File: src/rtl/inter_packet_delay_mc_if.sv
// AXI-Stream bundle used on both sides of the inter-packet delay stage.
// The master drives the payload and tvalid, the slave drives tready.
interface inter_packet_delay_mc_if #(
    parameter int unsigned DATA_W = 256,
    parameter int unsigned USER_W = 128
) ();
    logic [DATA_W-1:0]   tdata;
    logic [DATA_W/8-1:0] tstrb;
    logic [USER_W-1:0]   tuser;
    logic                tvalid;
    logic                tlast;
    logic                tready;

    modport master (output tdata, tstrb, tuser, tvalid, tlast, input tready);
    modport slave  (input tdata, tstrb, tuser, tvalid, tlast, output tready);
endinterface

File: src/rtl/inter_packet_delay_mc.sv
// Inter-packet delay stage: buffers AXI-Stream beats in a small fallthrough FIFO
// and withholds each packet header until the programmed gap has elapsed.
module inter_packet_delay_mc #(
    parameter int unsigned C_M_AXIS_DATA_WIDTH  = 256,
    parameter int unsigned C_S_AXIS_DATA_WIDTH  = 256,
    parameter int unsigned C_M_AXIS_TUSER_WIDTH = 128,
    parameter int unsigned C_S_AXIS_TUSER_WIDTH = 128,
    parameter int unsigned C_S_AXI_DATA_WIDTH   = 32,
    parameter int unsigned C_DELAY_WIDTH        = 32,
    parameter int unsigned C_TUSER_DELAY_OFFSET = 32,
    parameter int unsigned C_FIFO_DEPTH_BITS    = 2
) (
    input  logic                          axi_aclk,
    input  logic                          axi_aresetn,
    inter_packet_delay_mc_if.slave        s_axis,
    inter_packet_delay_mc_if.master       m_axis,
    input  logic                          sw_rst,
    input  logic [1:0]                    mode,
    input  logic                          gap_mode,
    input  logic [C_S_AXI_DATA_WIDTH-1:0] delay_reg_val,
    output logic [31:0]                   pkt_count
);
    localparam int unsigned DW    = (C_M_AXIS_DATA_WIDTH < C_S_AXIS_DATA_WIDTH) ?
                                    C_M_AXIS_DATA_WIDTH : C_S_AXIS_DATA_WIDTH;
    localparam int unsigned UW    = (C_M_AXIS_TUSER_WIDTH < C_S_AXIS_TUSER_WIDTH) ?
                                    C_M_AXIS_TUSER_WIDTH : C_S_AXIS_TUSER_WIDTH;
    localparam int unsigned SW    = DW / 8;
    localparam int unsigned PW    = DW + SW + UW + 1;
    localparam int unsigned AW    = C_FIFO_DEPTH_BITS;
    localparam int unsigned CW    = C_FIFO_DEPTH_BITS + 1;
    localparam int unsigned DEPTH = 1 << C_FIFO_DEPTH_BITS;
    localparam int unsigned GW    = C_DELAY_WIDTH;

    typedef enum logic {ST_HEADER = 1'b0, ST_BODY = 1'b1} state_t;

    state_t        state_q, state_d;
    logic [PW-1:0] mem_q [DEPTH];
    logic [AW-1:0] wr_ptr_q, wr_ptr_d, rd_ptr_q, rd_ptr_d;
    logic [CW-1:0] count_q, count_d;
    logic [GW-1:0] gap_q, gap_d, dhold_q, dhold_d;
    logic [31:0]   pkt_q, pkt_d;
    logic [1:0]    mode_q, mode_d;
    logic          gmode_q, gmode_d;
    logic          en_q;

    logic [PW-1:0] head, wr_word;
    logic [DW-1:0] h_data;
    logic [SW-1:0] h_strb;
    logic [UW-1:0] h_user;
    logic          h_last;
    logic          bypass, empty, nearly_full, out_en;
    logic          m_valid_c, m_last_c, s_ready_c, m_hs, s_hs, wr_en, rd_en, latch_ok;
    logic [GW-1:0] d_reg, d_usr, d_sum, d_cur;
    logic [GW:0]   d_wide;

    if (C_S_AXI_DATA_WIDTH > C_DELAY_WIDTH) begin : g_unused_reg
        logic unused_reg_bits;
        assign unused_reg_bits = ^delay_reg_val[C_S_AXI_DATA_WIDTH-1:C_DELAY_WIDTH];
    end

    assign wr_word = {s_axis.tlast, s_axis.tuser, s_axis.tstrb, s_axis.tdata};
    assign head    = mem_q[rd_ptr_q];
    assign h_data  = head[DW-1:0];
    assign h_strb  = head[DW +: SW];
    assign h_user  = head[DW+SW +: UW];
    assign h_last  = head[PW-1];

    assign bypass      = (mode_q == 2'd0);
    assign empty       = (count_q == '0);
    assign nearly_full = (count_q >= CW'(DEPTH - 1));
    // Output enable holds the ports quiet while either reset is active.
    assign out_en      = en_q && !sw_rst;
    assign pkt_count   = pkt_q;

    // Per-packet delay taken from the header beat at the FIFO head.
    always_comb begin
        d_reg  = delay_reg_val[GW-1:0];
        d_usr  = h_user[C_TUSER_DELAY_OFFSET +: GW];
        d_wide = {1'b0, d_reg} + {1'b0, d_usr};
        d_sum  = d_wide[GW] ? {GW{1'b1}} : d_wide[GW-1:0];
        case (mode_q)
            2'd1:    d_cur = d_reg;
            2'd2:    d_cur = d_usr;
            2'd3:    d_cur = d_sum;
            default: d_cur = '0;
        endcase
    end

    // Port muxing, FIFO bookkeeping, header/body FSM and gap countdown.
    always_comb begin
        state_d  = state_q;
        wr_ptr_d = wr_ptr_q;
        rd_ptr_d = rd_ptr_q;
        count_d  = count_q;
        gap_d    = (gap_q != '0) ? gap_q - GW'(1) : '0;
        dhold_d  = dhold_q;
        pkt_d    = pkt_q;
        mode_d   = mode_q;
        gmode_d  = gmode_q;

        if (bypass) begin
            m_axis.tdata  = s_axis.tdata;
            m_axis.tstrb  = s_axis.tstrb;
            m_axis.tuser  = s_axis.tuser;
            m_last_c      = out_en && s_axis.tlast;
            m_valid_c     = out_en && s_axis.tvalid;
            s_ready_c     = out_en && m_axis.tready;
        end else begin
            m_axis.tdata  = h_data;
            m_axis.tstrb  = h_strb;
            m_axis.tuser  = h_user;
            m_last_c      = h_last && !empty;
            m_valid_c     = out_en && !empty && ((state_q == ST_BODY) || (gap_q == '0));
            s_ready_c     = out_en && !nearly_full;
        end

        m_hs  = m_valid_c && m_axis.tready;
        s_hs  = s_axis.tvalid && s_ready_c;
        wr_en = !bypass && s_hs;
        rd_en = !bypass && m_hs;

        if (wr_en) wr_ptr_d = wr_ptr_q + AW'(1);
        if (rd_en) rd_ptr_d = rd_ptr_q + AW'(1);
        count_d = count_q + CW'(wr_en) - CW'(rd_en);

        if (m_hs) begin
            if (state_q == ST_HEADER) begin
                if (!bypass) begin
                    dhold_d = d_cur;
                    if (!gmode_q)
                        gap_d = (d_cur != '0) ? d_cur - GW'(1) : '0;
                    else if (m_last_c)
                        gap_d = d_cur;
                end
                if (!m_last_c) state_d = ST_BODY;
            end else if (m_last_c) begin
                state_d = ST_HEADER;
                if (!bypass && gmode_q) gap_d = dhold_q;
            end
            if (m_last_c) pkt_d = pkt_q + 32'd1;
        end

        // Mode is only sampled between packets with nothing buffered or arriving.
        latch_ok = (state_q == ST_HEADER) && empty && !m_hs && !wr_en;
        if (latch_ok) begin
            mode_d  = mode;
            gmode_d = gap_mode;
        end

        if (sw_rst) begin
            state_d  = ST_HEADER;
            wr_ptr_d = '0;
            rd_ptr_d = '0;
            count_d  = '0;
            gap_d    = '0;
            dhold_d  = '0;
            pkt_d    = '0;
            mode_d   = 2'd0;
            gmode_d  = 1'b0;
        end

        m_axis.tvalid = m_valid_c;
        m_axis.tlast  = m_last_c;
        s_axis.tready = s_ready_c;
    end

    always_ff @(posedge axi_aclk or negedge axi_aresetn) begin
        if (!axi_aresetn) begin
            state_q  <= ST_HEADER;
            wr_ptr_q <= '0;
            rd_ptr_q <= '0;
            count_q  <= '0;
            gap_q    <= '0;
            dhold_q  <= '0;
            pkt_q    <= '0;
            mode_q   <= 2'd0;
            gmode_q  <= 1'b0;
            en_q     <= 1'b0;
        end else begin
            state_q  <= state_d;
            wr_ptr_q <= wr_ptr_d;
            rd_ptr_q <= rd_ptr_d;
            count_q  <= count_d;
            gap_q    <= gap_d;
            dhold_q  <= dhold_d;
            pkt_q    <= pkt_d;
            mode_q   <= mode_d;
            gmode_q  <= gmode_d;
            en_q     <= 1'b1;
        end
    end

    // Payload storage needs no reset; occupancy is tracked by count_q.
    always_ff @(posedge axi_aclk) begin
        if (wr_en) mem_q[wr_ptr_q] <= wr_word;
    end
endmodule

File: src/flat_wrapper.sv
// flat-port wrapper written by rule: the top's interface ports become plain ports
module inter_packet_delay_mc_flat 
#(
    parameter int unsigned C_M_AXIS_DATA_WIDTH  = 256,
    parameter int unsigned C_S_AXIS_DATA_WIDTH  = 256,
    parameter int unsigned C_M_AXIS_TUSER_WIDTH = 128,
    parameter int unsigned C_S_AXIS_TUSER_WIDTH = 128,
    parameter int unsigned C_S_AXI_DATA_WIDTH   = 32,
    parameter int unsigned C_DELAY_WIDTH        = 32,
    parameter int unsigned C_TUSER_DELAY_OFFSET = 32,
    parameter int unsigned C_FIFO_DEPTH_BITS    = 2
)
  (axi_aclk, axi_aresetn, sw_rst, mode, gap_mode, delay_reg_val, pkt_count, s_axis_tdata, s_axis_tstrb, s_axis_tuser, s_axis_tvalid, s_axis_tlast, s_axis_tready, m_axis_tdata, m_axis_tstrb, m_axis_tuser, m_axis_tvalid, m_axis_tlast, m_axis_tready);
  inter_packet_delay_mc_if #(.DATA_W(256), .USER_W(128)) s_axis_i ();
  inter_packet_delay_mc_if #(.DATA_W(256), .USER_W(128)) m_axis_i ();
  input  logic axi_aclk;
  input  logic axi_aresetn;
  input  logic sw_rst;
  input  logic [1:0] mode;
  input  logic gap_mode;
  input  logic [C_S_AXI_DATA_WIDTH-1:0] delay_reg_val;
  output logic [31:0] pkt_count;
  input wire logic [$bits(s_axis_i.tdata)-1:0] s_axis_tdata;
  input wire logic [$bits(s_axis_i.tstrb)-1:0] s_axis_tstrb;
  input wire logic [$bits(s_axis_i.tuser)-1:0] s_axis_tuser;
  input wire logic [$bits(s_axis_i.tvalid)-1:0] s_axis_tvalid;
  input wire logic [$bits(s_axis_i.tlast)-1:0] s_axis_tlast;
  output wire logic [$bits(s_axis_i.tready)-1:0] s_axis_tready;
  output wire logic [$bits(m_axis_i.tdata)-1:0] m_axis_tdata;
  output wire logic [$bits(m_axis_i.tstrb)-1:0] m_axis_tstrb;
  output wire logic [$bits(m_axis_i.tuser)-1:0] m_axis_tuser;
  output wire logic [$bits(m_axis_i.tvalid)-1:0] m_axis_tvalid;
  output wire logic [$bits(m_axis_i.tlast)-1:0] m_axis_tlast;
  input wire logic [$bits(m_axis_i.tready)-1:0] m_axis_tready;
  assign s_axis_i.tdata = s_axis_tdata;
  assign s_axis_i.tstrb = s_axis_tstrb;
  assign s_axis_i.tuser = s_axis_tuser;
  assign s_axis_i.tvalid = s_axis_tvalid;
  assign s_axis_i.tlast = s_axis_tlast;
  assign s_axis_tready = s_axis_i.tready;
  assign m_axis_tdata = m_axis_i.tdata;
  assign m_axis_tstrb = m_axis_i.tstrb;
  assign m_axis_tuser = m_axis_i.tuser;
  assign m_axis_tvalid = m_axis_i.tvalid;
  assign m_axis_tlast = m_axis_i.tlast;
  assign m_axis_i.tready = m_axis_tready;
  inter_packet_delay_mc #(.C_M_AXIS_DATA_WIDTH(C_M_AXIS_DATA_WIDTH), .C_S_AXIS_DATA_WIDTH(C_S_AXIS_DATA_WIDTH), .C_M_AXIS_TUSER_WIDTH(C_M_AXIS_TUSER_WIDTH), .C_S_AXIS_TUSER_WIDTH(C_S_AXIS_TUSER_WIDTH), .C_S_AXI_DATA_WIDTH(C_S_AXI_DATA_WIDTH), .C_DELAY_WIDTH(C_DELAY_WIDTH), .C_TUSER_DELAY_OFFSET(C_TUSER_DELAY_OFFSET), .C_FIFO_DEPTH_BITS(C_FIFO_DEPTH_BITS)) u_core (.axi_aclk(axi_aclk), .axi_aresetn(axi_aresetn), .s_axis(s_axis_i), .m_axis(m_axis_i), .sw_rst(sw_rst), .mode(mode), .gap_mode(gap_mode), .delay_reg_val(delay_reg_val), .pkt_count(pkt_count));
endmodule
File: config.mk
export PLATFORM = sky130hd
export DESIGN_NAME = inter_packet_delay_mc_flat
export DESIGN_NICKNAME = d
export VERILOG_FILES = /design/src/rtl/inter_packet_delay_mc_if.sv /design/src/rtl/inter_packet_delay_mc.sv /design/src/flat_wrapper.sv
export SDC_FILE = /design/constraint.sdc
export NUM_CORES = 2
export LEC_CHECK = 0
export CAP_MARGIN = 20
export CORE_ASPECT_RATIO = 1.1
export CORE_MARGIN = 1.5
export CORE_UTILIZATION = 56
export CTS_BUF_LIST = sky130_fd_sc_hd__clkbuf_4 sky130_fd_sc_hd__clkbuf_8 sky130_fd_sc_hd__clkbuf_16
export DETAILED_ROUTE_END_ITERATION = 12
export GPL_TIMING_DRIVEN = 0
export HOLD_SLACK_MARGIN = 0.06
export PLACE_DENSITY = 0.8
export SLEW_MARGIN = 30
export SYNTH_ARGS = -nofsm -noshare
export SYNTH_HDL_FRONTEND = slang
export SYNTH_SLANG_ARGS = --single-unit
File: constraint.sdc
create_clock -name axi_aclk -period 14.7 [get_ports axi_aclk]
set_input_delay 2.205 -clock axi_aclk [delete_from_list [all_inputs] [get_ports axi_aclk]]
set_output_delay 2.205 -clock axi_aclk [all_outputs]
set_load 0.01 [all_outputs]
==> reports/results.ini <==
[setup_path]
crit_start = u_core.rd_ptr_q[1]
crit_path_max_incr_delay_ps = 800
crit_type = reg2reg
crit_chain = buf_1 > clkbuf_1 > clkbuf_1 > clkbuf_2 > mux4_2 > ha_1 > a21o_1 > a21o_1 > a21oi_1 > o211ai_1 > nor2_1 > a2bb2oi_2 > nand3_1 > or3_1 > buf_6 > o41ai_4 > nor2_1 > o41a_1
timing.rr.end = u_core.gap_q[18]
rr_startpoint = u_core.rd_ptr_q[1]
cp-endpoint = u_core.gap_q[18]
reg2reg_depth = 18
crit_arrival_ps = 9690
crit_path_end_kind = flip-flop
ff2ff_setup_slack_ps = 5670
slowest_stage = o41ai_4
crit_fanout = 10
critPathRequiredTime_ps = 15360
startpoint_type = flip-flop

[synthesis]
synth_commonest_cells = edfxtp_1 (1668), nand2_1 (1462), mux4_2 (417)
yosysUniqueCellTypes = 95
synthFlopType = edfxtp_1
synth_most_common_cell = edfxtp_1
ys_seq_area_share_pct = 69.9
ys_warn_count = 0
synth_area_um2 = 75500
yosysTopAreaCell = edfxtp_1
syn_avg_cell_area_um2 = 15.2
yosys_register_bits = 1776
synth_cells = 4967
syn_nets = 5470
synth_area_leaders = edfxtp_1 (66%), mux4_2 (12%), nand2_1 (7.3%), dfrtp_1 (3.6%), clkbuf_1 (1.0%)
synth_top_area_share_pct = 66.3
async_flop_share_pct = 6.08
synth_edf_count = 1668

[sta]
post-route-min-period_ps = 9030
relSlewSlack_pct = 30.2
final.setup.tns_ps = 0
setup_viol = 0
slew_viol_final = 0
rsz0062_at_grt = false
worst_pin_slew_ps = 1050
clock.fmax_mhz = 111
finalCritPeriodShare_pct = 61.4
setup_ws_ps = 5670
fin_skew_ps = 42.3
hold_viol = 0

[finish]
syn2layout_area_growth_pct = 24.3
drive_above_1_share_pct = 13.6
final_net_count = 6602
nFillCells = 8445
fin_cells = 8096
final_util_pct = 70.0

[placement]
portBuffers = 907
dp_cells = 7709
place_congestion = 0.982
dp_hpwl_um = 167000
pre_cts_ws_ps = 5800

[detailed_routing]
wl_um = 241000
vias = 50600
drt-initial-drc-count = 5827
wl_met1_um = 82400
met2WireLength_um = 116000
antenna_left = 0
wl_met3_um = 26200
detail_route.wl_per_cell_um = 29.8
drc = 0
first_pass_iters = 6
top_layer = met5
avgViaCountPerCell = 6.25

[clock_tree]
ctsResizeCount = 0
ctsHoldBuffers = 0
cts.sinks = 1776
clkTransAtPathRegs_ps = 60
ctsRootBufferMaster = clkbuf_16
cts_tree = done
cts.htree.levels = 4
cts_buffers = 172
clkLatencyLatePin_ps = 830
postCtsSetupBuffers = 0
clock_path_buffers = 3

[global_route]
antenna_found_initial = 86
grt_max_degree = 73
grt_use_total_pct = 34.7
grt_pass1_wl_um = 343000
grt_pass1_vias = 50100
grt_remaining_overflow = 0

[power]
power_leakage_nw = 32.4
irDropWorstVdd_v = 0.000122
totalPowerFinal_mw = 12.5
p_per_area_nw_per_um2 = 133

[worst_hold_path]
whs_path_depth = 2
hold_class = reg2reg

[die]
die_y_um = 388
die-area_um2 = 137000
coreArea_um2 = 134000
io_pins = 908
start_util_pct = 56.3
die_w_um = 353
row_count = 141

[flow_run]
cap_viol_max_count = 0

[run_status]
status = complete, no violations

report_power, final:
part           switching [mW]  internal [mW]
combinational            1.48          0.952
sequential             0.0449           5.60
clock                    1.93           2.46
total                    3.45           9.01
critical path: cells and delay by family, from the launching register on:
| family | cells | cell delay [ps] |
|---|---|---|
| AOI/OAI and AO/OA | 7 | 2780 |
| and+or+nand+nor | 4 | 1830 |
| adders and majority gates | 1 | 400 |
| DFF | 1 | 630 |
| buffers and inverters | 5 | 2740 |
| muxes | 1 | 470 |
registers in the layout, summed over array words and instances (netlist names):
signal and cells:
u_core.wr_ptr_q 2, u_core.dhold_q 32, u_core.count_q 3, u_core.mode_q 2, u_core.pkt_count 32, u_core.mem_q 1668, u_core.gap_q 32, u_core.state_q 1
u_core.gmode_q 1, u_core.rd_ptr_q 2, u_core.en_q 1
logic make-up (layout without fill, tap and decap cells):
group | after synthesis | count (layout) | share of synthesized area, %
AO/OA/AOI/OAI | 472 | 472 | 4.09
XOR/XNOR | 82 | 82 | 0.951
adder cells (fa/ha/maj) | 46 | 46 | 0.782
buffers and inverters | 299 | 1571 | 1.56
flip-flops | 1776 | 1776 | 69.9
multiplexers | 433 | 433 | 12.7
other | 1 | 71 | 0.00497
AND/OR/NAND/NOR | 1858 | 1858 | 10.0
worst min path at each step:
stage / slack [ps] / start / to
floorplan: 470 / u_core.dhold_q[5] / u_core.dhold_q[5]
global placement: 490 / u_core.dhold_q[13] / u_core.dhold_q[13]
detailed placement: 500 / u_core.dhold_q[2] / u_core.dhold_q[2]
CTS: 510 / u_core.dhold_q[2] / u_core.dhold_q[2]
global route: 540 / u_core.dhold_q[25] / u_core.dhold_q[25]
finish: 510 / u_core.dhold_q[2] / u_core.dhold_q[2]
through the flow:
step / cell area (um2) / hold WS (ps)
after floorplan: 75500 / 471
after global placement: 86800 / 492
after detailed placement: 88000 / 497
after CTS: 93700 / 510
after global routing: 93900 / 535
final: 93900 / 508
metal layers:
metal | vias up | track usage (%)
met5 | - | 0
met4 | 38 | 20.6
met3 | 704 | 9.81
met2 | 3254 | 55.4
met1 | 25400 | 42.5
li1 | 21200 | -
final cells by class:
| class | count | area (um2) | area share (%) |
|---|---|---|---|
| antenna | 70 | 175 | 0.187 |
| buffer | 275 | 1130 | 1.20 |
| clock buffer | 208 | 4610 | 4.91 |
| clock inverter | 106 | 995 | 1.06 |
| inverter | 24 | 90.1 | 0.0960 |
| multi-input combinational | 2892 | 21600 | 23.0 |
| sequential | 1776 | 52800 | 56.2 |
| tap | 1787 | 2240 | 2.38 |
| timing repair buffer | 958 | 10300 | 11.0 |
cell usage in the layout, fill, tap and decap left out, types with 28 or more instances in the layout:
cell type	count
edfxtp_1	1668
nand2_1	1462
clkdlybuf4s50_1	906
mux4_2	417
clkbuf_1	193
clkbuf_16	174
nor2_1	153
o21ai_0	147
dfrtp_1	108
a21oi_1	101
diode_2	70
nand3_1	68
clkinv_1	48
ha_1	44
xor2_1	43
xnor2_1	39
buf_1	35
clkbuf_4	34
nor3_1	32
buf_16	28
Power figures use the tool's default switching activity.
